**config.mk**
```make
export PLATFORM = sky130hd
export DESIGN_NAME = register_file_dump_reader
export DESIGN_NICKNAME = d
export VERILOG_FILES = /design/src/rtl/register_file_dump_reader.sv
export SDC_FILE = /design/constraint.sdc
export NUM_CORES = 1
export LEC_CHECK = 0
export ABC_CLOCK_PERIOD_IN_PS = 1760
export BUFFER_PORTS_ARGS = -buffer_cell sky130_fd_sc_hd__buf_2
export CELL_PAD_IN_SITES_DETAIL_PLACEMENT = 0
export CELL_PAD_IN_SITES_GLOBAL_PLACEMENT = 2
export CORE_ASPECT_RATIO = 1.1
export CORE_MARGIN = 2
export CORE_UTILIZATION = 25
export DETAILED_ROUTE_END_ITERATION = 8
export GPL_ROUTABILITY_DRIVEN = 0
export PLACE_DENSITY = 0.82
export SETUP_SLACK_MARGIN = 0.02
export SYNTH_ARGS = -nofsm -noshare
export SYNTH_HDL_FRONTEND = slang
export SYNTH_SLANG_ARGS = --single-unit
```
**constraint.sdc**
```tcl
create_clock -name clk -period 1.76 [get_ports clk]
set_input_delay 0.352 -clock clk [delete_from_list [all_inputs] [get_ports clk]]
set_output_delay 0.352 -clock clk [all_outputs]
set_load 0.005 [all_outputs]
```
**src/rtl/register_file_dump_reader.sv**
```systemverilog
// Sweeps a (possibly wrapping) range of register-file entries out over a valid/ready stream.
// Define REGISTER_DUMP_CHECKSUM_EN to build the running checksum on out_checksum.
//
// state | meaning
// IDLE  | waiting for inp_start
// READ  | read port addressed by counter; word captured at the next edge
// HOLD  | word offered on out_valid until inp_ready
// DONE  | one-cycle out_done pulse
module register_file_dump_reader #(
    parameter int W = 32
) (
    input  logic         clk,
    input  logic         reset_asynchronous_n,
    input  logic         inp_start,
    input  logic [3:0]   inp_first_address,
    input  logic [3:0]   inp_last_address,
    output logic [3:0]   out_read_address,
    input  logic [W-1:0] inp_read_data,
    output logic         out_valid,
    input  logic         inp_ready,
    output logic [W-1:0] out_data,
    output logic [3:0]   out_index,
    output logic         out_last,
    output logic         out_busy,
    output logic         out_done,
    output logic [W-1:0] out_checksum
);

    typedef enum logic [1:0] {IDLE, READ, HOLD, DONE} state_t;

    state_t       state_q;
    logic [3:0]   addr_q;
    logic [3:0]   last_addr_q;
    logic [3:0]   index_q;
    logic [W-1:0] data_q;
    logic         valid_q;
    logic         last_q;
    logic         busy_q;
    logic         done_q;
    logic [3:0]   addr_d;
    logic         accept;

    // 4-bit counter gives the 15 -> 0 wrap for free
    assign addr_d = addr_q + 4'd1;
    assign accept = (state_q == HOLD) && inp_ready;

    always_ff @(posedge clk or negedge reset_asynchronous_n) begin
        if (!reset_asynchronous_n) begin
            state_q     <= IDLE;
            addr_q      <= 4'd0;
            last_addr_q <= 4'd0;
            index_q     <= 4'd0;
            data_q      <= '0;
            valid_q     <= 1'b0;
            last_q      <= 1'b0;
            busy_q      <= 1'b0;
            done_q      <= 1'b0;
        end else begin
            done_q <= 1'b0;
            case (state_q)
                IDLE: begin
                    if (inp_start) begin
                        addr_q      <= inp_first_address;
                        last_addr_q <= inp_last_address;
                        busy_q      <= 1'b1;
                        state_q     <= READ;
                    end
                end
                READ: begin
                    data_q  <= inp_read_data;
                    index_q <= addr_q;
                    last_q  <= (addr_q == last_addr_q);
                    valid_q <= 1'b1;
                    state_q <= HOLD;
                end
                HOLD: begin
                    if (accept) begin
                        valid_q <= 1'b0;
                        if (last_q) begin
                            done_q  <= 1'b1;
                            state_q <= DONE;
                        end else begin
                            addr_q  <= addr_d;
                            state_q <= READ;
                        end
                    end
                end
                DONE: begin
                    busy_q  <= 1'b0;
                    state_q <= IDLE;
                end
                default: state_q <= IDLE;
            endcase
        end
    end

`ifdef REGISTER_DUMP_CHECKSUM_EN
    logic [W-1:0] checksum_q;

    // Cleared only by an accepted start, so the final sum survives past out_done
    always_ff @(posedge clk or negedge reset_asynchronous_n) begin
        if (!reset_asynchronous_n) begin
            checksum_q <= '0;
        end else if ((state_q == IDLE) && inp_start) begin
            checksum_q <= '0;
        end else if (accept) begin
            checksum_q <= checksum_q + data_q;
        end
    end

    assign out_checksum = checksum_q;
`else
    assign out_checksum = '0;
`endif

    assign out_read_address = addr_q;
    assign out_valid        = valid_q;
    assign out_data         = data_q;
    assign out_index        = index_q;
    assign out_last         = last_q;
    assign out_busy         = busy_q;
    assign out_done         = done_q;

endmodule

```
==> flow_metrics.env, run 1 <==
export IMPL_core_area_um2=8919
export IMPL_hp_class="input port to async pin"
export IMPL_drc=0
export IMPL_syn_area_um2=2306
export IMPL_max_freq_mhz=667.7
export IMPL_use_met3_pct=3.244
export IMPL_power_share_clock_pct=16.5
export IMPL_worstPathRequired_ps=1960
export IMPL_instances_no_fill=452
export IMPL_crit_path_end_kind="register"
export IMPL_cts_num_sinks=50
export IMPL_fill_cells=959
export IMPL_syn_inst=250
export IMPL_cts_tree="yes"
export IMPL_grt_total_usage_pct=10.75
export IMPL_synth_distinct_cells=31
export IMPL_antenna_found_initial=0
export IMPL_grt_pass1_vias=1747
export IMPL_grt_util_met2_pct=17.18
export IMPL_setup_slack_ps=262.3
export IMPL_drtPass1Iterations=3
export IMPL_dp_cells=444
export IMPL_critPathTopFamily="flip-flops"
export IMPL_final_cell_mix="109 x nand2_1, 87 x buf_2, 50 x dfrtp_1"
export IMPL_cp_slowest_cell="dfrtp_1"
export IMPL_hold_viol=0
export IMPL_die_area_um2=10010
export IMPL_setup_viol=0
export IMPL_h_tree_depth=2
export IMPL_slew_viol_final=0
export IMPL_crit_chain="nor3b_4, o22ai_1, a221oi_1"
export IMPL_p_sw_share_pct=37.07
export IMPL_final_common_cell="nand2_1"
export IMPL_num_vias=1765
export IMPL_cts_setup_buffers=0
export IMPL_drt_total_wl_mm=5.157
export IMPL_grt_max_degree=51
export IMPL_power_leakage_nw=1.599
export IMPL_syn2layout_area_growth_pct=23.98
export IMPL_fin_tns_setup_ps=0
export IMPL_hold_slack_ps=17.53
export IMPL_layout_min_cycle_time_ps=1498
export IMPL_ys_ff_latch=50
export IMPL_die_w_um=95.57
export IMPL_cts_hold_buffers=0
export IMPL_reg2reg_slack_ps=260
export IMPL_drv_cap=0
export IMPL_drtAntennaViolNets=0
export IMPL_critPathMaxFanout=11
export IMPL_ir_worst_vdd_mv=0.4933
export IMPL_pwr_share_comb_pct=40.0
export IMPL_num_rows=36
export IMPL_routedWlPerCell_um=11.41
export IMPL_start_kind="register"
export IMPL_final_net_count=382
export IMPL_grt_pass1_wl_mm=8.542
export IMPL_cpPeakStageDelay_ps=510
export IMPL_outcome="finished clean"
export IMPL_rsz0062_at_grt="false"
export IMPL_critPathBufInv=0
export IMPL_seqCellArea_um2=1251
export IMPL_cts_root_buffer="clkbuf_8"
export IMPL_use_met1_pct=14.08
export IMPL_critical_path_class="register to register"
export IMPL_clock_latency_ps=290
export IMPL_p_int_mw=3.038
export IMPL_synth_avg_cell_area_um2=9.224
export IMPL_numCtsBuffers=5
export IMPL_worstPathArrival_ps=1700
export IMPL_dp_slack_ps=271.8
export IMPL_multi_input_area_um2=854.6
export IMPL_die_h_um=104.7
export IMPL_pwr_share_seq_pct=43.5
export IMPL_power_total_mw=4.828
export IMPL_p_sw_mw=1.790
export IMPL_cts_resized_gates=0
export IMPL_path_clk_slew_ps=90
export IMPL_diodes=0
export IMPL_post_route_period_util_pct=85.10
export IMPL_initial_core_util_pct=25.86
export IMPL_pin_count=120
export IMPL_overflow=0
export IMPL_skew_ps=4.784
export IMPL_drtIter0Drc=29
export IMPL_synth_yosys_seq_area_share_pct=54.26
export IMPL_top_usage_layer="met2"
export IMPL_layout_drive_gt1_share_pct=31.36
export IMPL_synth_warning_count=0
export IMPL_drt_vias_per_instance=3.905
export IMPL_clock_path_buffers=2
export IMPL_port_buffers=87
export IMPL_dpl_hpwl_mm=3.714
export IMPL_power_density_nw_per_um2=1689
[through the flow]
stage                     cell area, um2  util, %
after global placement              2753    30.86
after floorplan                     2422        -
after detailed placement            2753    30.86
after CTS                           2859    32.06
final                               2859    32.06
after global routing                2859    32.06
[synthesized netlist by cell type]
library cell	count	area, um2
a21oi_1	4	20.02
a221oi_1	1	8.760
a22oi_1	1	7.510
a2bb2oi_1	1	8.760
a31oi_1	1	6.260
and2b_1	1	7.510
and3_1	2	12.51
and4bb_1	1	12.51
buf_2	5	25.02
buf_4	32	240.2
buf_6	2	22.52
clkbuf_1	4	15.01
conb_1	1	3.750
dfrtp_1	50	1251
ha_1	1	12.51
inv_1	5	18.77
mux2_2	4	45.04
mux2i_1	1	10.01
nand2_1	109	409.1
nand2b_1	3	18.77
nand4_1	1	6.260
nor2b_1	2	12.51
nor3_1	1	5.000
nor3b_4	1	18.77
nor4_1	2	12.51
o21ai_0	5	25.02
o21bai_1	1	7.510
o221ai_1	1	8.760
o22ai_1	2	12.51
or2_2	1	6.260
xnor2_1	4	35.03
[layout make-up]
cell class              count  share of cell area [%]
repair buffers             92                   16.98
multi-input cells         183                   29.89
well taps                 114                   4.989
flip-flops and latches     50                   43.76
inverters                   5                  0.6565
clock buffers               7                   2.670
clock inverters             1                   1.050
[registers in the layout (all words and copies together) (netlist names)]
register	flops
last_addr_q	4
out_busy	1
out_data	32
out_done	1
out_index	4
out_last	1
out_read_address	4
out_valid	1
state_q	2
[power by group through the flow]
stage	registers (mW)	clock network (mW)	logic, mW
finish	2.10	0.796	1.93
floorplan	2.09	0	1.22
global route	2.19	0.905	2.25
detailed placement	2.12	0	1.99
CTS	2.11	0.851	1.99
global placement	2.12	0	1.95
[path summary, 6_finish.rpt]
path / start / to / cells past startpoint
setup / recovery: state_q[1] / out_read_address[3] / 3
hold / removal: reset_asynchronous_n / last_addr_q[3] / 2
setup reg to reg: state_q[1] / out_read_address[3] / 3
hold reg to reg: out_data[26] / out_data[26] / 2
max in group asynchronous: reset_asynchronous_n / out_index[0] / 2
min in group clk: inp_read_data[15] / out_data[15] / 3
[cell families after synthesis]
logic type	count (synthesis)	synth area share, %
other	1	0.1626
muxes	5	2.387
AOI/OAI and AO/OA	17	4.558
xor gates and xnor gates	4	1.519
buffers and inverters	48	13.94
and+or+nand+nor	124	22.63
DFF	50	54.26
adders and majority gates	1	0.5425
[routing by layer]
metal / part of all wire (%) / up-vias
met3: 8.5 / 0
met1: 45 / 793
met4: 0 / 0
met5: 0 / -
met2: 47 / 78
li1: - / 894
Power figures use the tool's default switching activity.
==> inputs of run 2 (changes only) <==
ABC_CLOCK_PERIOD_IN_PS = 1600   (was 1760)
clock period = 1.6 ns   (was 1.76 ns; I/O delays follow)
==> flow_metrics.env, run 2 (same netlist as run 1, synthesis figures left out) <==
export IMPL_cts_tree="yes"
export IMPL_reg2reg_depth=3
export IMPL_clock_path_buffers=2
export IMPL_drc=0
export IMPL_worstPathRequired_ps=1800
export IMPL_cts_hold_buffers=0
export IMPL_post_route_period_util_pct=91.90
export IMPL_skew_ps=8.082
export IMPL_dp_cells=445
export IMPL_p_sw_mw=1.975
export IMPL_max_freq_mhz=680.1
export IMPL_setup_viol=0
export IMPL_reg2reg_slack_ps=130
export IMPL_cts_num_sinks=50
export IMPL_start_kind="register"
export IMPL_final_common_cell="nand2_1"
export IMPL_worst_r2r_endpoint="out_read_address[3]"
export IMPL_cts_resized_gates=0
export IMPL_grt_pass1_vias=1741
export IMPL_outcome="finished, violations left"
export IMPL_path_depth=3
export IMPL_path_clk_slew_ps=90
export IMPL_num_rows=36
export IMPL_pin_count=120
export IMPL_grt_total_usage_pct=10.48
export IMPL_drv_cap=0
export IMPL_clock_latency_ps=290
export IMPL_port_buffers=87
export IMPL_stdcell_area_um2=2867
export IMPL_critPathLaunch="state_q[0]"
export IMPL_h_tree_depth=2
export IMPL_crit_path_end_kind="register"
export IMPL_syn2layout_area_growth_pct=24.31
export IMPL_cts_root_buffer="clkbuf_8"
export IMPL_violations="hold timing"
export IMPL_initial_core_util_pct=25.86
export IMPL_die_h_um=104.7
export IMPL_ir_worst_vdd_mv=0.6232
export IMPL_rsz0062_at_grt="false"
export IMPL_slew_viol_final=0
export IMPL_p_int_mw=3.356
export IMPL_overflow=0
export IMPL_drtIter0Drc=51
export IMPL_routedWlPerCell_um=11.56
export IMPL_diodes=0
export IMPL_p_sw_share_pct=37.05
export IMPL_power_share_clock_pct=16.4
export IMPL_layout_min_cycle_time_ps=1470
export IMPL_final_cell_mix="109 x nand2_1, 87 x buf_2, 50 x dfrtp_1"
export IMPL_final_net_count=383
export IMPL_crit_chain="nor3b_4, o22ai_1, a221oi_1"
export IMPL_drtAntennaViolNets=0
export IMPL_drt_total_wl_mm=5.238
export IMPL_hold_viol=6
export IMPL_largest_reg_flops=32
export IMPL_grt_max_degree=51
export IMPL_pwr_share_comb_pct=40.6
export IMPL_critPathTopFamily="flip-flops"
export IMPL_drt_vias_per_instance=4.024
export IMPL_layout_drive_gt1_share_pct=31.56
export IMPL_reg2reg_from="state_q[0]"
export IMPL_crit_end="out_read_address[3]"
export IMPL_instances_no_fill=453
export IMPL_hp_class="input port to async pin"
export IMPL_critPathMaxFanout=10
export IMPL_fin_tns_setup_ps=0
export IMPL_antenna_found_initial=0
export IMPL_die_w_um=95.57
export IMPL_worstPathArrival_ps=1670
export IMPL_hold_slack_ps=-3.116
export IMPL_critical_path_class="register to register"
export IMPL_cp_slowest_cell="dfrtp_1"
export IMPL_critPathBufInv=0
export IMPL_cts_setup_buffers=0
export IMPL_cpPeakStageDelay_ps=510
export IMPL_numCtsBuffers=5
export IMPL_num_vias=1823
export IMPL_die_area_um2=10010
export IMPL_placedInstanceArea_um2=2760
export IMPL_power_leakage_nw=1.604
export IMPL_grt_pass1_wl_mm=8.383
export IMPL_dpl_hpwl_mm=3.817
export IMPL_power_density_nw_per_um2=1860
export IMPL_core_area_um2=8919
export IMPL_drtPass1Iterations=4
export IMPL_pwr_share_seq_pct=43.0
[run 2: power by group through the flow]
stage | Clock (mW) | Sequential [mW] | Combinational (mW)
6_report | 0.875 | 2.29 | 2.16
5_1_grt | 0.969 | 2.38 | 2.50
4_1_cts | 0.924 | 2.30 | 2.23
3_5_place_dp | 0 | 2.32 | 2.23
3_3_place_gp | 0 | 2.32 | 2.18
2_1_floorplan | 0 | 2.29 | 1.34
[run 2: area by class of cell]
class	instances	area, um2
clock buffers	7	76.32
flip-flops and latches	50	1251
repair buffers	93	493.0
multi-input cells	183	854.6
inverters	5	18.77
clock inverters	1	30.03
well taps	114	142.6
fillers	986	6052
[run 2: per-layer routing]
metal  share of wire [%]  track usage (%)  wire, um
met3                 8.3            2.956       434
met4                0.84            2.143        44
met5                   0                0         0
met2                  45            16.78      2379
met1                  45            14.05      2380
[run 2: worst min-delay path by stage]
stage | cells past startpoint | from | end | slack (ps)
3_3_place_gp | 2 | reset_asynchronous_n | out_read_address[3] | 340
2_1_floorplan | 0 | reset_asynchronous_n | last_addr_q[0] | 20
6_report | 2 | reset_asynchronous_n | out_read_address[3] | -3
3_5_place_dp | 2 | reset_asynchronous_n | last_addr_q[3] | 330
5_1_grt | 2 | reset_asynchronous_n | out_read_address[3] | 20
4_1_cts | 2 | reset_asynchronous_n | last_addr_q[3] | 6
[run 2: through the flow]
stage | worst slack (ps) | util [%] | power (mW)
floorplan | 284.1 | - | 3.635
global placement | 179.0 | 30.95 | 4.496
detailed placement | 138.1 | 30.95 | 4.554
CTS | 125.7 | 32.14 | 5.461
global route | 42.65 | 32.14 | 5.852
finish | 129.6 | 32.14 | 5.331
